**config.mk**
```make
export PLATFORM = sky130hd
export DESIGN_NAME = timer_sched
export DESIGN_NICKNAME = d
export VERILOG_FILES = /design/src/rtl/timer_sched_pkg.sv /design/src/rtl/timer_sched_rr_arbiter.sv /design/src/rtl/timer_sched.sv
export SDC_FILE = /design/constraint.sdc
export NUM_CORES = 1
export LEC_CHECK = 0
export ABC_AREA = 1
export BUFFER_PORTS_ARGS = -buffer_cell sky130_fd_sc_hd__buf_2
export CELL_PAD_IN_SITES_DETAIL_PLACEMENT = 0
export CELL_PAD_IN_SITES_GLOBAL_PLACEMENT = 1
export CORE_MARGIN = 2
export CORE_UTILIZATION = 36
export CTS_CLUSTER_SIZE = 14
export DETAILED_ROUTE_END_ITERATION = 10
export GPL_TIMING_DRIVEN = 0
export PLACE_DENSITY = 0.82
export RECOVER_POWER = 50
export SLEW_MARGIN = 20
export SYNTH_ARGS = -nofsm -noshare
export SYNTH_HDL_FRONTEND = slang
export SYNTH_SLANG_ARGS = --single-unit
```
**constraint.sdc**
```tcl
create_clock -name clock -period 1.8 [get_ports clock]
set_input_delay 0.18 -clock clock [delete_from_list [all_inputs] [get_ports clock]]
set_output_delay 0.18 -clock clock [all_outputs]
set_load 0.01 [all_outputs]
```
**src/rtl/timer_sched_pkg.sv**
```systemverilog
// Shared types and defaults for the round-robin timeout scheduler.
package sched_pkg;
  localparam int NREQ_DEF = 4;
  localparam int W_DEF    = 16;

  typedef enum logic [1:0] {
    S_IDLE  = 2'd0,
    S_CLEAR = 2'd1,
    S_RUN   = 2'd2,
    S_DONE  = 2'd3
  } state_t;
endpackage

```
**src/rtl/timer_sched_rr_arbiter.sv**
```systemverilog
// Combinational round-robin pick: first asserted req at or above ptr, with wrap.
module rr_arbiter #(
  parameter int NREQ = 4
) (
  input  logic [NREQ-1:0]         req,
  input  logic [$clog2(NREQ)-1:0] ptr,
  output logic                    valid,
  output logic [$clog2(NREQ)-1:0] winner
);
  localparam int IDW = $clog2(NREQ);

  logic [IDW:0]   sum;
  logic [IDW-1:0] idx;

  // Scan from the farthest offset down so the nearest hit to ptr is written last.
  always_comb begin
    valid  = 1'b0;
    winner = '0;
    sum    = '0;
    idx    = '0;
    for (int k = NREQ-1; k >= 0; k--) begin
      sum = {1'b0, ptr} + (IDW+1)'(k);
      if (sum >= (IDW+1)'(NREQ)) sum = sum - (IDW+1)'(NREQ);
      idx = sum[IDW-1:0];
      if (req[idx]) begin
        valid  = 1'b1;
        winner = idx;
      end
    end
  end
endmodule

```
**src/rtl/timer_sched.sv**
```systemverilog
// One shared elapsed-time counter handed round-robin to NREQ timeout requesters.
module timer_sched
  import sched_pkg::*;
#(
  parameter int NREQ = NREQ_DEF,
  parameter int W    = W_DEF
) (
  input  logic                    clock,
  input  logic                    reset,
  input  logic [NREQ-1:0]         req,
  input  logic [NREQ*W-1:0]       dur,
  output logic [NREQ-1:0]         gnt,
  output logic [NREQ-1:0]         done,
  output logic                    busy,
  output logic [$clog2(NREQ)-1:0] cur_id,
  output logic [W-1:0]            elapsed
);
  localparam int IDW = $clog2(NREQ);

  state_t         state, state_nxt;
  logic [W-1:0]   cnt, dur_q;
  logic [IDW-1:0] ptr, ptr_inc, win;
  logic           win_vld, req_cur;
  logic           cnt_clr, cnt_en, adv_ptr;
  logic [NREQ-1:0] sel;

  rr_arbiter #(.NREQ(NREQ)) u_arb (
    .req    (req),
    .ptr    (ptr),
    .valid  (win_vld),
    .winner (win)
  );

  assign req_cur = req[cur_id];
  assign ptr_inc = (cur_id == IDW'(NREQ-1)) ? '0 : cur_id + IDW'(1);

  // Dropping req on the granted slot aborts; it takes precedence over expiry.
  always_comb begin
    state_nxt = state;
    cnt_clr   = 1'b0;
    cnt_en    = 1'b0;
    adv_ptr   = 1'b0;
    case (state)
      S_IDLE:  if (win_vld) state_nxt = S_CLEAR;
      S_CLEAR: begin
        if (!req_cur) begin
          state_nxt = S_IDLE;
          adv_ptr   = 1'b1;
        end else begin
          cnt_clr   = 1'b1;
          state_nxt = S_RUN;
        end
      end
      S_RUN: begin
        if (!req_cur) begin
          state_nxt = S_IDLE;
          adv_ptr   = 1'b1;
        end else if (cnt == dur_q) begin
          state_nxt = S_DONE;
        end else begin
          cnt_en = 1'b1;
        end
      end
      S_DONE: begin
        state_nxt = S_IDLE;
        adv_ptr   = 1'b1;
      end
      default: state_nxt = S_IDLE;
    endcase
  end

  always_ff @(posedge clock or negedge reset) begin
    if (!reset) begin
      state  <= S_IDLE;
      cnt    <= '0;
      dur_q  <= '0;
      cur_id <= '0;
      ptr    <= '0;
    end else begin
      state <= state_nxt;
      if (state == S_IDLE && win_vld) begin
        cur_id <= win;
        dur_q  <= dur[int'(win)*W +: W];
      end
      if (cnt_clr)     cnt <= '0;
      else if (cnt_en) cnt <= cnt + W'(1);
      if (adv_ptr) ptr <= ptr_inc;
    end
  end

  assign sel     = NREQ'(1) << cur_id;
  assign busy    = (state != S_IDLE);
  assign gnt     = busy ? sel : '0;
  assign done    = (state == S_DONE) ? sel : '0;
  assign elapsed = cnt;
endmodule
```
==> results.cfg <==
[status]
status = finished, violations left
violations = setup timing

[pwr]
p_leak_nw = 2.38
power.total_mw = 8.21
power_density_nw_per_um2 = 1860
vdd_ir_drop_max_v = 0.00102

[timing]
max_slew.worst_pin.slew_ns = 0.981
fin_crit_sh_pct = 103
slew_viol_final = 0
finalWorstSetupSlack_ns = -0.0610
whs_ns = 0.0273
hold_viol = 0
max-slew-margin-rel_pct = 34.6
max_freq_mhz = 537
clock_skew_ns = 0.00325
rsz0062_at_grt = true
setup_viol = 14
min_period_ns = 1.86

[routing]
dr.pass1.iters = 6
drc = 0
antenna_violating_nets_post_route = 0
via_per_inst = 4.71
vias = 3342
route.detailed.wl_per_inst_um = 13.0
initialDrtViolationCount = 97
routed_wl_um = 9250

[clock_tree]
cts_max_level = 2
clock_path_buffers = 2
cts_tree = built
cts_num_sinks = 38
cts.clk_slew.worst_paths_ns = 0.08
clockRootBuffer = clkbuf_8
cts_buffers = 5
clock_latency_ns = 0.29

[setup_path]
crit_buf_inv = 3
critPathMaxStageDelay_ns = 0.43
cp_max_fo = 10
critical_path.top_delay_family = simple AND/OR/NAND/NOR gates
critical_path_class = flip-flop to flip-flop
r2r_cells = 12
slowest_stage = dfrtp_1
cp_cell_sequence = buf_6 -> xnor2_4 -> nand2_2 -> nand3_4 -> nand3_4 -> nand2_8 -> inv_6 -> buf_6 -> nand2_1 -> nand2_2 -> nor2_2 -> nor2_1
critical_path_depth = 12
crit_arrival_ns = 2.05
cp.required_ns = 1.99
cp-start-kind = flip-flop
worstSetupEndpointType = flip-flop
rrSetupSlack_ns = -0.06

[cells_and_area]
fillers = 852
utilization_pct = 53.4
fin_area_um2 = 4410
antenna_cells_inserted = 0
finalNonFillerCells = 709
fin_nets = 683
syn2layout_area_growth_pct = 42.4
drive_above_1_share_pct = 39.2

[logic_synthesis]
synth_compound_gate_area_share_pct = 3.39
synth_seq_cells = 38
synth_top_family_by_area = simple AND/OR/NAND/NOR gates
ys_seq_area_share_pct = 30.7
synth_nets = 554
synthSimpleGateAreaFrac_pct = 44.1
yosys.area_share.xor_xnor_pct = 7.35
synthTopCellsByCount = nand2_1 (136), nand3_1 (84), nor2_1 (57)
yosys.area.top_type = dfrtp_1
synth_cells = 474
synthAdderAreaFrac_pct = 4.04
synth_area_um2 = 3100
ys.flop_type = dfrtp_1
syn_area_per_cell_um2 = 6.53
ys_warn_count = 0
synthMuxAreaShare_pct = 0
ys_types = 30
synth.area.top_cells = dfrtp_1 (31%), nand2_1 (16%), nand3_1 (14%), nor2_1 (6.9%), inv_1 (5.7%)
synth_top_area_share_pct = 30.7
synth_edf_count = 0
yosys.cell_count.top_type = nand2_1
async_flop_share_pct = 100

[placed_design]
dp_cells = 675
placed_area_um2 = 3710
port_buffers = 96
gp_congestion = 0.831
post-dp-hpwl_um = 6900

[floorplanning]
dieWidth_um = 96.7
die_y_um = 96.7
die-area_um2 = 9360
initial_core_util_pct = 37.5
io_pins = 97
coreArea_um2 = 8260
rows = 33

[grt]
grt_pass1_vias = 3134
grt_first_pass_wirelength_um = 14800
track_usage_pct = 19.0
grt_max_degree = 39
grt_overflow = 0
antenna_found_initial = 0

[min_path]
hold_class = input port to async pin

[flow_run]
max_cap_viol_count = 0
metrics by stage:
stage	worst slack (ns)	TNS [ns]
detailed placement	-0.269	-3.72
finish	-0.0610	-0.388
global route	-0.146	-2.92
floorplan	0.156	0
global placement	-0.268	-3.68
CTS	-0.0000595	-0.0000595
path summary, 6_finish.rpt:
kind / startpoint / endpoint
max: ptr[0] / dur_q[12]
min: reset / ptr[0]
max reg2reg: ptr[0] / dur_q[12]
min reg2reg: dur_q[14] / dur_q[14]
max in group asynchronous: reset / elapsed[0]
min in group clock: dur[8] / dur_q[8]
state kept, by name, indices dropped and copies added, names as in the netlist:
signal / cells
dur_q: 16
elapsed: 16
cur_id: 2
ptr: 2
state: 2
where the power goes:
group	total, mW	switching (mW)	internal (mW)
logic	5.93	3.39	2.54
clock network	0.623	0.315	0.308
registers	1.66	0.426	1.24
placed cells by master (no fill, tap or decap), types with 2 or more instances in the layout:
cell type,count
nor2_4,4
nor2_1,48
inv_2,6
nand2_8,2
clkbuf_8,6
o21ai_0,4
nor2_2,9
dfrtp_2,8
xnor2_1,5
buf_6,16
buf_8,2
ha_1,9
nand2_1,113
a21oi_1,5
or2_2,6
inv_1,43
o21ai_1,7
nand2_2,19
nand2_4,8
nand3_2,12
buf_2,96
xor2_1,19
buf_4,25
nand3_1,71
nand4_1,8
nor3_1,2
nand3_4,4
inv_6,2
dfrtp_1,30
per-layer routing:
metal | global-route usage, % | wire (um) | vias up
met3 | 2.89 | 347 | 7
met5 | 0 | 0 | -
met2 | 31.3 | 4380 | 88
li1 | - | - | 1755
met4 | 3.90 | 94 | 0
met1 | 26.5 | 4430 | 1492
what timing repair did:
item / in CTS / in global routing
cloned: 0 / 4
hold buffers: 0 / 0
pin swaps: 7 / 45
endpoints found under the setup margin: 33 / 35
resized for setup: 28 / 96
setup buffers: 8 / 18
layout make-up:
| type | instances | area [um2] | share of cell area, % |
|---|---|---|---|
| repair buffers | 125 | 721 | 16.3 |
| clock inverters | 2 | 12.5 | 0.284 |
| well taps | 105 | 131 | 2.98 |
| multi-input cells | 364 | 2120 | 48.0 |
| clock buffers | 6 | 82.6 | 1.87 |
| inverters | 53 | 216 | 4.91 |
| flip-flops and latches | 38 | 961 | 21.8 |
| plain buffers | 16 | 170 | 3.86 |
logic make-up after synthesis:
logic type,after synthesis
AO/OA/AOI/OAI,20
XOR/XNOR,26
adder cells (fa/ha/maj),10
buffers and inverters,73
flip-flops,38
AND/OR/NAND/NOR,307
Note: power is estimated with default switching activity, not from simulation.
